[config.mk]
export PLATFORM = sky130hd
export DESIGN_NAME = load_use_hazard_ctl
export DESIGN_NICKNAME = d
export VERILOG_FILES = /design/src/rtl/load_use_hazard_ctl_pkg.sv /design/src/rtl/load_use_hazard_ctl_load_dest_history.sv /design/src/rtl/load_use_hazard_ctl.sv
export SDC_FILE = /design/constraint.sdc
export NUM_CORES = 1
export LEC_CHECK = 0
export CAP_MARGIN = 25
export CORE_MARGIN = 8
export CORE_UTILIZATION = 35
export CTS_CLUSTER_DIAMETER = 60
export CTS_CLUSTER_SIZE = 16
export DETAILED_ROUTE_END_ITERATION = 16
export PLACE_DENSITY = 0.69
export REMOVE_ABC_BUFFERS = 1
export SYNTH_ARGS = -nofsm -noshare
export SYNTH_HDL_FRONTEND = slang
export SYNTH_HIERARCHICAL = 1
export SYNTH_SLANG_ARGS = --single-unit
[constraint.sdc]
create_clock -name CLK -period 2.79 [get_ports CLK]
set_input_delay 0.558 -clock CLK [delete_from_list [all_inputs] [get_ports CLK]]
set_output_delay 0.558 -clock CLK [all_outputs]
set_load 0.005 [all_outputs]
[src/rtl/load_use_hazard_ctl_pkg.sv]
// load_use_hazard_ctl_pkg
//   Shared definitions for the ID-stage load-use hazard controller:
//   instruction field positions, register-index width, FSM state encodings,
//   the NOP encoding and a small decode helper.
package load_use_hazard_ctl_pkg;

  localparam int REG_ADDR_W = 5;

  // Instruction field positions (MIPS-style R/I formats)
  localparam int RS_HI = 25;
  localparam int RS_LO = 21;
  localparam int RT_HI = 20;
  localparam int RT_LO = 16;
  localparam int RD_HI = 15;
  localparam int RD_LO = 11;

  localparam logic [31:0] NOP_INSTR = 32'h0000_0000;

  typedef enum logic [1:0] {
    RUN    = 2'd0,
    STALL  = 2'd1,
    FROZEN = 2'd2
  } hz_state_t;

  // rt is a real source only for ALU-rt, store and compare-branch forms
  function automatic logic rt_is_source(input logic reg_dest,
                                        input logic mem_write,
                                        input logic branch);
    return reg_dest | mem_write | branch;
  endfunction

endpackage

[src/rtl/load_use_hazard_ctl_load_dest_history.sv]
// load_dest_history
//   Two-entry shift register of load destination registers in flight.
//   Entry 0 is the instruction in EXE, entry 1 the one in MEM; 0 = no load.
// Ports:
//   clk, rst   clock and asynchronous active-high reset
//   hold       freeze both entries (whole-pipeline freeze)
//   bubble     a NOP enters EXE this cycle instead of the ID instruction
//   load       ID instruction is a load
//   dest       load destination register of the ID instruction
//   lh_exe     destination of a load currently in EXE
//   lh_mem     destination of a load currently in MEM
module load_dest_history #(
  parameter int REG_ADDR_W = 5
) (
  input  logic                  clk,
  input  logic                  rst,
  input  logic                  hold,
  input  logic                  bubble,
  input  logic                  load,
  input  logic [REG_ADDR_W-1:0] dest,
  output logic [REG_ADDR_W-1:0] lh_exe,
  output logic [REG_ADDR_W-1:0] lh_mem
);

  logic [REG_ADDR_W-1:0] exe_reg;
  logic [REG_ADDR_W-1:0] mem_reg;

  always_ff @(posedge clk or posedge rst) begin
    if (rst) begin
      exe_reg <= '0;
      mem_reg <= '0;
    end else if (!hold) begin
      mem_reg <= exe_reg;
      // A bubbled load never reaches EXE, so it must not be recorded
      exe_reg <= (load && !bubble) ? dest : '0;
    end
  end

  assign lh_exe = exe_reg;
  assign lh_mem = mem_reg;

endmodule

[src/rtl/load_use_hazard_ctl.sv]
// load_use_hazard_ctl
//   ID-stage hazard controller. Stalls IF/ID and bubbles ID/EXE on load-use
//   and branch-compare dependences and on the forwarding unit's freeze
//   request; an external freeze holds the whole pipeline and wins over any
//   hazard. Outputs are combinational (no added latency); STALL_ERR is sticky
//   once MAX_STALL consecutive stall cycles have occurred.
// Ports:
//   CLK, RESET       clock, asynchronous active-high reset
//   Instr            instruction in ID
//   MemRead          ID instruction is a load (dest = Instr[20:16])
//   RegDest          ID instruction reads rt as ALU source
//   MemWrite         ID instruction is a store (reads rt)
//   Branch           ID instruction is a compare-branch (reads rs, rt)
//   FWD_REQ_FREEZE   forwarding unit requests a one-cycle stall
//   EXT_FREEZE       external whole-pipeline freeze
//   STALL_IF         hold PC and IF/ID
//   BUBBLE_ID        load a NOP into ID/EXE
//   LOAD_HAZARD      the current bubble is caused by a load dependence
//   STALL_ERR        sticky stall-length error
// Optional feature (macro HAZARD_PERF_CNT_EN): adds PERF_LOAD_STALLS,
//   PERF_BR_STALLS and PERF_FREEZE_CYC cycle counters (32-bit, wrapping).
module load_use_hazard_ctl #(
  parameter int REG_ADDR_W    = load_use_hazard_ctl_pkg::REG_ADDR_W,
  parameter int BR_LOAD_STALL = 2,
  parameter int MAX_STALL     = 4
) (
  input  logic        CLK,
  input  logic        RESET,
  input  logic [31:0] Instr,
  input  logic        MemRead,
  input  logic        RegDest,
  input  logic        MemWrite,
  input  logic        Branch,
  input  logic        FWD_REQ_FREEZE,
  input  logic        EXT_FREEZE,
  output logic        STALL_IF,
  output logic        BUBBLE_ID,
  output logic        LOAD_HAZARD,
  output logic        STALL_ERR
`ifdef HAZARD_PERF_CNT_EN
  ,
  output logic [31:0] PERF_LOAD_STALLS,
  output logic [31:0] PERF_BR_STALLS,
  output logic [31:0] PERF_FREEZE_CYC
`endif
);

  import load_use_hazard_ctl_pkg::*;

  localparam int CNT_W = $clog2(MAX_STALL + 1);
  localparam logic [CNT_W-1:0] CNT_MAX = CNT_W'(MAX_STALL);

  logic [REG_ADDR_W-1:0] src_rs;
  logic [REG_ADDR_W-1:0] src_rt;
  logic [REG_ADDR_W-1:0] lh_exe;
  logic [REG_ADDR_W-1:0] lh_mem;
  logic [REG_ADDR_W-1:0] lh [2];
  logic [1:0]            lh_match;
  logic                  nb_ld;
  logic                  br_ld0;
  logic                  br_ld1;
  logic [31:0]           stall_n;
  logic                  need_stall;
  logic                  bubble;
  logic                  err_now;
  logic [CNT_W-1:0]      cnt_inc;

  hz_state_t             state_reg;
  logic [CNT_W-1:0]      cnt_reg;
  logic                  err_reg;

  // Opcode, rd, shamt and funct play no part in hazard detection
  logic unused_instr_bits;
  assign unused_instr_bits = ^{Instr[31:RS_HI+1], Instr[RD_HI:RD_LO], Instr[RD_LO-1:0]};

  assign src_rs = Instr[RS_HI:RS_LO];
  assign src_rt = rt_is_source(RegDest, MemWrite, Branch) ? Instr[RT_HI:RT_LO] : '0;

  load_dest_history #(
    .REG_ADDR_W(REG_ADDR_W)
  ) u_hist (
    .clk    (CLK),
    .rst    (RESET),
    .hold   (EXT_FREEZE),
    .bubble (bubble),
    .load   (MemRead),
    .dest   (Instr[RT_HI:RT_LO]),
    .lh_exe (lh_exe),
    .lh_mem (lh_mem)
  );

  assign lh[0] = lh_exe;
  assign lh[1] = lh_mem;

  // An empty slot holds 0, which also makes register 0 never match
  genvar gi;
  generate
    for (gi = 0; gi < 2; gi++) begin : g_match
      assign lh_match[gi] = (lh[gi] != '0) && ((src_rs == lh[gi]) || (src_rt == lh[gi]));
    end
  endgenerate

  assign nb_ld  = !Branch && lh_match[0];
  assign br_ld0 = Branch && lh_match[0];
  assign br_ld1 = Branch && lh_match[1];

  // Stall length required this cycle; re-evaluated every cycle, so a
  // branch-on-load naturally drains over BR_LOAD_STALL cycles as the load
  // moves from EXE to MEM.
  always_comb begin
    stall_n = '0;
    if (nb_ld || br_ld1 || FWD_REQ_FREEZE) stall_n = 32'd1;
    if (br_ld0 && (32'(BR_LOAD_STALL) > stall_n)) stall_n = 32'(BR_LOAD_STALL);
  end

  assign need_stall = (stall_n != '0);
  assign bubble     = !RESET && !EXT_FREEZE && need_stall;

  // Consecutive stall cycles including the current one
  assign cnt_inc = (cnt_reg >= CNT_MAX) ? CNT_MAX : cnt_reg + 1'b1;
  assign err_now = bubble && (cnt_inc >= CNT_MAX);

  assign STALL_IF    = !RESET && (EXT_FREEZE || need_stall);
  assign BUBBLE_ID   = bubble;
  assign LOAD_HAZARD = bubble && (nb_ld || br_ld0 || br_ld1);
  assign STALL_ERR   = !RESET && (err_reg || err_now);

  always_ff @(posedge CLK or posedge RESET) begin
    if (RESET) begin
      state_reg <= RUN;
      cnt_reg   <= '0;
      err_reg   <= 1'b0;
    end else begin
      if (err_now) err_reg <= 1'b1;
      case (state_reg)
        RUN: begin
          if (EXT_FREEZE) begin
            state_reg <= FROZEN;
          end else if (need_stall) begin
            state_reg <= STALL;
            cnt_reg   <= cnt_inc;
          end
        end
        STALL: begin
          if (EXT_FREEZE) begin
            state_reg <= FROZEN;
          end else if (!need_stall) begin
            state_reg <= RUN;
            cnt_reg   <= '0;
          end else begin
            cnt_reg <= cnt_inc;
          end
        end
        FROZEN: begin
          // Release cycle is itself evaluated, so a pending hazard costs
          // exactly its normal number of bubbles
          if (!EXT_FREEZE) begin
            if (need_stall) begin
              state_reg <= STALL;
              cnt_reg   <= cnt_inc;
            end else begin
              state_reg <= RUN;
              cnt_reg   <= '0;
            end
          end
        end
        default: begin
          state_reg <= RUN;
          cnt_reg   <= '0;
        end
      endcase
    end
  end

`ifdef HAZARD_PERF_CNT_EN
  logic [31:0] perf_load_reg;
  logic [31:0] perf_br_reg;
  logic [31:0] perf_frz_reg;
  logic        br_cause;
  logic        load_cause;

  // A branch-on-load cycle is attributed to the branch counter only
  assign br_cause   = bubble && (br_ld0 || br_ld1);
  assign load_cause = LOAD_HAZARD && !br_cause;

  always_ff @(posedge CLK or posedge RESET) begin
    if (RESET) begin
      perf_load_reg <= '0;
      perf_br_reg   <= '0;
      perf_frz_reg  <= '0;
    end else begin
      if (load_cause) perf_load_reg <= perf_load_reg + 32'd1;
      if (br_cause)   perf_br_reg   <= perf_br_reg + 32'd1;
      if (EXT_FREEZE) perf_frz_reg  <= perf_frz_reg + 32'd1;
    end
  end

  assign PERF_LOAD_STALLS = perf_load_reg;
  assign PERF_BR_STALLS   = perf_br_reg;
  assign PERF_FREEZE_CYC  = perf_frz_reg;
`endif

endmodule
==> results.md, run 1 <==
* Status: finished with violations
* Failing checks: setup timing
* # H-tree levels at 1
* Most frequent cells in the layout: 33 x buf_4, 16 x dfrtp_1, 13 x nand2_1
* Total grt overflow at 0
* WHS Endpoint: err_reg
* Post-DRT Antenna Nets at 0
* Fin crit period at 2.928 ns
* # diodes at 0
* Largest net degree at the start of global routing at 12
* EDFF count, synth at 0
* Layout cells sized above 1 at between 40 and 50%
* Crit Path Max Fanout at 3
* Worst path cell trace: clkdlybuf4s50_1 > xor2_1 > nor3_2 > and4_4 > a311oi_4 > a21o_4 > o21bai_4 > a21oi_1 > buf_2
* Post-layout util at 53.11%
* Worst EP arrival at 2.37 ns
* Worst min path class: reg2reg
* Avg Cell Area, Syn at between 9 and 10 sq um
* Leak at 0.8996 nW
* Crit Path Class: in2out
* Worst path top cell family by delay: compound AO/OA/AOI/OAI gates
* Sequential power share at 34.0%
* Post-synthesis compound-gate area fraction at 21.04%
* Overall power at roughly 0.94 mW
* Clock buffer count from CTS at 3
* Clk slew on worst S/H paths at ~0.1 ns
* Register area share after synthesis at 31.31%
* Initial drt markers at 22
* Core ar. at 0.003578 sq mm
* Reg2reg end: state_reg[0]
* Ys async rst share at 100.0%
* Die width at between 70 and 80 microns
* Distinct cells, synth at 46
* Logic pwr share at 49.1%
* Type of origin of the critical path: input port
* Syn Std Cell Area at 0.001279 sq mm
* Detailed Routing Iterations Pass 1 at 4
* Final net count at 240
* Final setup margin at -0.1378 ns
* XOR/XNOR Fraction of Synth Area at ~6.8%
* Setup violators final at 4
* Clock power share at 16.9%
* Vias in the first global route at 1234
* GRT Total Usage at 12.64%
* Global placement routability congestion at around 0.84
* Post-synthesis simple-gate area fraction at 23.19%
* Switching fraction of total power at 36.35%
* IO Pins at 44
* Worst path buffer plus inverter count at 2
* Worst-Margin Slew at between 0.4 and 0.5 ns
* Initial antenna violation count at 0
* Mapped Cells at 135
* CP required at between 2 and 2.5 ns
* Largest family of logic cells by synthesized area: simple AND/OR/NAND/NOR gates
* Pwr dens at slightly below 500 mW/mm^2
* Most common cell after layout, fill and taps aside: buf_4
* FMAX at around 0.34 GHz
* Clock root cell: clkbuf_4
* Crit. End Element: output port
* Adder-cell share of the synthesized area at 5.871%
* Flop and latch count out of synthesis at 16
* Die footprint at 0.005844 sq mm
* Max-slew violation count at 0
* Fillers at 348
* Mux cell area share after synthesis at under 10%
* Worst path max stage delay at around 0.44 ns
* Maximum VDD drop at 0.3339 mV
* Sink Count at 16
* HP Start: err_reg
* Core Rows at 22
* Reg-to-reg startpoint: u_hist/lh_mem[0]
* Yosys warns at 6
* Via count at 1180
* CP max-delay cell: clkdlybuf4s50_1
* Clock latency on the worst-skew pair at 0.29 ns
* Residual DRC at 0
* NetSw at 0.3402 mW
* Slew HR at between 70% and 80%
* Routed WL per cell at 15.21 microns
* Reg2Reg Setup Slack at 0.39 ns
* Via-per-instance ratio at 4.896
* Max-cap viol count at 0
* Total Wirelength at about 3700 microns
* Final period util at 104.9%
* Skew final at 0.0003881 ns
* Die height at roughly 76 microns
* Internal power at 0.5959 mW
* R2r worst-path depth at 11
* RSZ-0062 raised after global routing: yes
* CTS tree: yes
* Global-route wire length before repair at between 6000 and 7000 microns
* Main synth FF type: dfrtp_1
* I/O Buffers at 21
* Synthesis-to-layout area growth at 48.63%
* Hpwl dp at 2965 microns
* Final hold vios at 0
* Hold depth at 2
* Clock tree buffer depth at 2
* Initial Utilization at 35.73%
[worst max path at each step]
stage,endpoint,from,slack (ns),cells past startpoint
floorplan,STALL_ERR,Branch,0.23,7
global placement,STALL_ERR,Branch,-0.75,10
detailed placement,STALL_ERR,MemWrite,-0.75,10
CTS,STALL_IF,u_hist/lh_exe[4],-0.17,8
global route,STALL_ERR,u_hist/lh_mem[0],-0.25,8
finish,STALL_ERR,Instr[23],-0.14,9
[cells by family (layout without fill, tap and decap cells)]
logic type	count (synthesis)	count (layout)
AO/OA/AOI/OAI	33	33
XOR/XNOR	10	10
adder cells (fa/ha/maj)	6	6
buffers and inverters	14	72
flip-flops	16	16
multiplexers	6	6
AND/OR/NAND/NOR	50	50
[per-stage QoR]
stage | hold slack, ns | cells | area (sq um) | setup WS [ns] | setup TNS (ns)
final | 0.4870 | 241 | 1901 | -0.1378 | -0.3712
after global routing | 0.5260 | 241 | 1901 | -0.2485 | -0.7663
after CTS | 0.4862 | 240 | 1867 | -0.1745 | -0.5017
after detailed placement | 0.4629 | 233 | 1767 | -0.7506 | -3.660
after global placement | 0.4554 | 233 | 1767 | -0.7546 | -3.535
after floorplan | 0.3573 | 133 | 1264 | 0.2292 | 0
[power groups by stage]
stage	logic [mW]	clock network, mW	registers [mW]
after floorplan	0.258	0	0.320
after global placement	0.410	0	0.315
after detailed placement	0.428	0	0.319
after CTS	0.448	0.166	0.315
after global routing	0.508	0.176	0.324
final	0.460	0.158	0.318
[tightest hold or removal path, stage by stage (launching register included)]
cell	delay [ns]
dfrtp_1	0.34
inv_1	0.05
o21ai_0	0.07
[area by class of cell]
| cell class | count | area [sq um] | area share (%) |
|---|---|---|---|
| Clock buffer | 4 | 36.28 | 1.909 |
| Inverter | 12 | 45.04 | 2.370 |
| Multi-Input combinational cell | 105 | 904.6 | 47.60 |
| Sequential cell | 16 | 400.4 | 21.07 |
| Tap cell | 48 | 60.06 | 3.160 |
| Timing Repair Buffer | 56 | 454.2 | 23.90 |
[cell usage after synthesis (2+ instances only)]
master,instances,area (sq um)
a21oi_1,3,15.01
and4_1,2,17.52
dfrtp_1,16,400.4
ha_1,6,75.07
inv_1,12,45.04
mux2_4,6,90.09
nand2_1,13,48.80
nand2b_1,9,56.30
nand2b_2,5,43.79
nor2_1,5,18.77
nor2b_1,3,18.77
nor3_1,3,15.01
o21a_1,2,15.01
o21ai_0,2,10.01
o21ai_1,6,30.03
or3_1,4,25.02
xnor2_1,2,17.52
xor2_1,8,70.07
[routing by layer]
| layer | global-route usage [%] | part of all wire [%] | vias up |
|---|---|---|---|
| li1 | - | - | 593 |
| met1 | 14.33 | 44 | 550 |
| met2 | 21.77 | 50 | 27 |
| met3 | 3.420 | 4.0 | 10 |
| met4 | 5.192 | 1.9 | 0 |
| met5 | 0 | 0 | - |
[timing repair]
action / CTS / global route
gates resized for setup: 40 / 5
pin swaps: 12 / 9
endpoints found under the setup margin: 4 / 4
buffers inserted: 3 / 1
hold buffers: 0 / 0
Note: power is estimated with default switching activity, not from simulation.
==> run 2: changes to the inputs <==
--- a/config.mk
+++ b/config.mk
@@ -11,9 +11,8 @@
 export CTS_CLUSTER_DIAMETER = 60
 export CTS_CLUSTER_SIZE = 16
 export DETAILED_ROUTE_END_ITERATION = 16
-export PLACE_DENSITY = 0.69
+export PLACE_DENSITY = 0.71
 export REMOVE_ABC_BUFFERS = 1
 export SYNTH_ARGS = -nofsm -noshare
 export SYNTH_HDL_FRONTEND = slang
-export SYNTH_HIERARCHICAL = 1
 export SYNTH_SLANG_ARGS = --single-unit
==> results.md, run 2 <==
* Register area share after synthesis at 34.41%
* Synth area leaders: dfrtp_1 34%, xnor2_1 6.8%, ha_1 6.5%
* Hold depth at 2
* Worst EP arrival at 3.02 ns
* Worst path cell trace: or4_4 > nor2_4 > buf_6 > nor4_4 > nor4_4 > nand2_2 > buf_4 > buf_6 > buf_4 > buf_4 > buf_4 > buf_4 > a31oi_1 > nor3b_2
* Pre-CTS setup slack at -0.6485 ns
* Final hold vios at 0
* Final net count at 215
* Worst path max stage delay at 0.55 ns
* Initial Utilization at 35.71%
* FMAX at 0.3535 GHz
* Type of origin of the critical path: register
* Core Rows at 21
* Mapped Cells at 118
* Layout cells sized above 1 at 36.90%
* Detailed Routing Iterations Pass 1 at 4
* Distinct cells, synth at 39
* Post-CTS Hold Buffers at 0
* EDFF count, synth at 0
* Global-route wire length before repair at 5892 microns
* CTS tree: yes
* Max-cap viol count at 0
* Clk slew on worst S/H paths at ~0.10 ns
* Yosys warns at 0
* CP required at 2.98 ns
* R2r worst-path depth at 14
* Leak at between 0.7 and 0.8 nW
* Avg Cell Area, Syn at around 10 sq um
* Levels on crit path at 14
* IO Pins at 44
* Die width at ~74 microns
* Maximum VDD drop at 0.2795 mV
* Die footprint at 0.005426 sq mm
* Register area at 402.9 sq um
* Slew HR at 56.13%
* Ys async rst share at between 90% and 100%
* Sequential power share at 34.7%
* Clock power share at 18.7%
* Synth top cells by count: 16 x dfrtp_1, 11 x inv_1, 9 x xnor2_1
* RSZ-0062 raised after global routing: yes
* Via-per-instance ratio at 5.308
* # diodes at 0
* Residual DRC at 0
* Crit Path Class: reg2reg
* Post-DRT Antenna Nets at 0
* Largest area contributor in the netlist: dfrtp_1
* Initial drt markers at 46
* GR Layer Usage met1 at between 10% and 20%
* I/O Buffers at 21
* Clock tree buffer depth at 2
* Logic pwr share at about 47%
* Synthesis-to-layout area growth at 48.60%
* Clock buffer count from CTS at 3
* Via count at 1136
* Crit Path Max Fanout at 4
* Crit path top cell by count: buf_4
* Crit. End Element: register
* Global placement routability congestion at 0.9152
* Worst min path class: reg2reg
* Setup violators final at 2
* # H-tree levels at 1
* Fin Setup TNS at -0.07655 ns
* NetSw at 0.3356 mW
* GRT met2 Usage at 25.20%
* Flop and latch count out of synthesis at 16
* CP max-delay cell: or4_4
* Most common cell after layout, fill and taps aside: buf_4
* Post-synth top area share at 34.41%
* Initial antenna violation count at 0
* Failing checks: setup timing
* Clock root cell: clkbuf_4
* GR met3 Demand/Resource at 2.319%
* Largest net degree at the start of global routing at 17
* Routed WL per cell at 16.57 microns
* Sink Count at 16
* Top Usage Layer GRT: met2
* Hpwl dp at between 2000 and 3000 microns
* Max-slew violation count at 0
* Area of the multi-input gates at 794.5 sq um
* Fin crit period at 2.829 ns
* Internal power at 0.5408 mW
* Post-layout util at a little over half
* Most frequent cell after synthesis: dfrtp_1
* Most frequent cells in the layout: 26 x buf_4, 14 x dfrtp_1, 11 x inv_1
* Pwr dens at 506.9 mW/mm^2
* Fillers at 289
* Worst path top cell family by delay: simple AND/OR/NAND/NOR gates
* Final period util at 101.4%
* Core ar. at about 0.0033 sq mm
* Skew final at 0.0008250 ns
* Worst-Margin Slew at 0.6573 ns
* Die height at 73.66 microns
* GRT Total Usage at 14.01%
* Final setup margin at -0.03861 ns
* Switching fraction of total power at 38.29%
* Vias in the first global route at between 1k and 1.5k
* Total Wirelength at 3545 microns
* Hold Slack at 0.4772 ns
* Clock latency on the worst-skew pair at 0.30 ns
* Total grt overflow at 0
* Status: finished with violations
* Main synth FF type: dfrtp_1
* Syn Std Cell Area at 0.001164 sq mm
* Worst path buffer plus inverter count at 7
==> run 2: changes by cell type in the layout (fill, tap and decap cells not counted), moves of 6 or more <==
cell	previous run	this run
nand2_1	13	7
nand2b_1	9	0
o21ai_1	7	0
a22o_1	0	6
mux2_4	6	0
buf_4	33	26
==> run 2: tightest hold or removal path, stage by stage (launching register included) <==
cell and delay (ns):
dfrtp_1 0.34, inv_1 0.04, o21ai_0 0.06
==> run 2: cell families after synthesis <==
logic type	Yosys count	share of synthesized area [%]
and+or+nand+nor	33	18.28
DFF	16	34.41
muxes	3	2.796
xor gates and xnor gates	17	12.80
adders and majority gates	6	6.451
buffers and inverters	14	5.161
AOI/OAI and AO/OA	29	20.11
==> run 2: through the flow <==
stage	instances	power (mW)	instance area [sq um]
after global routing	214	0.9357	1729
after floorplan	115	0.5276	1145
final	214	0.8765	1729
after CTS	212	0.8591	1695
after global placement	202	0.6362	1563
after detailed placement	202	0.6599	1563
==> run 2: what timing repair did <==
item,4_1_cts,5_1_grt
pin swaps,17,5
cloned,0,0
resized for setup,46,4
endpoints found under the setup margin,4,7
buffers inserted,8,3
==> run 2: layout make-up <==
class | instances | area share, %
clock buffers | 4 | 2.098
inverters | 11 | 2.388
multi-input cells | 88 | 45.95
flip-flops and latches | 16 | 23.30
well taps | 46 | 3.329
repair buffers | 49 | 22.94
==> run 2: power by group through the flow <==
| stage | sequential, mW | combinational [mW] | clock [mW] |
|---|---|---|---|
| CTS | 0.302 | 0.391 | 0.166 |
| finish | 0.304 | 0.408 | 0.164 |
| global route | 0.310 | 0.448 | 0.177 |
| floorplan | 0.302 | 0.225 | 0 |
| global placement | 0.303 | 0.333 | 0 |
| detailed placement | 0.306 | 0.354 | 0 |
==> run 2: metal layers <==
layer	vias up	wire length [microns]
li1	527	-
met1	564	1434
met2	34	1868
met3	11	122
met4	0	119
met5	-	0
==> run 2: final timing paths <==
path / startpoint / end / slack [ns]
worst min register to register: err_reg / err_reg / 0.48
min in group asynchronous: RESET / err_reg / 0.88
worst max register to register: u_hist.lh_mem[3] / cnt_reg[2] / -0.04
max in group asynchronous: RESET / u_hist.lh_exe[4] / 1.45
worst max-delay path: u_hist.lh_mem[3] / cnt_reg[2] / -0.04
worst min-delay path: err_reg / err_reg / 0.48
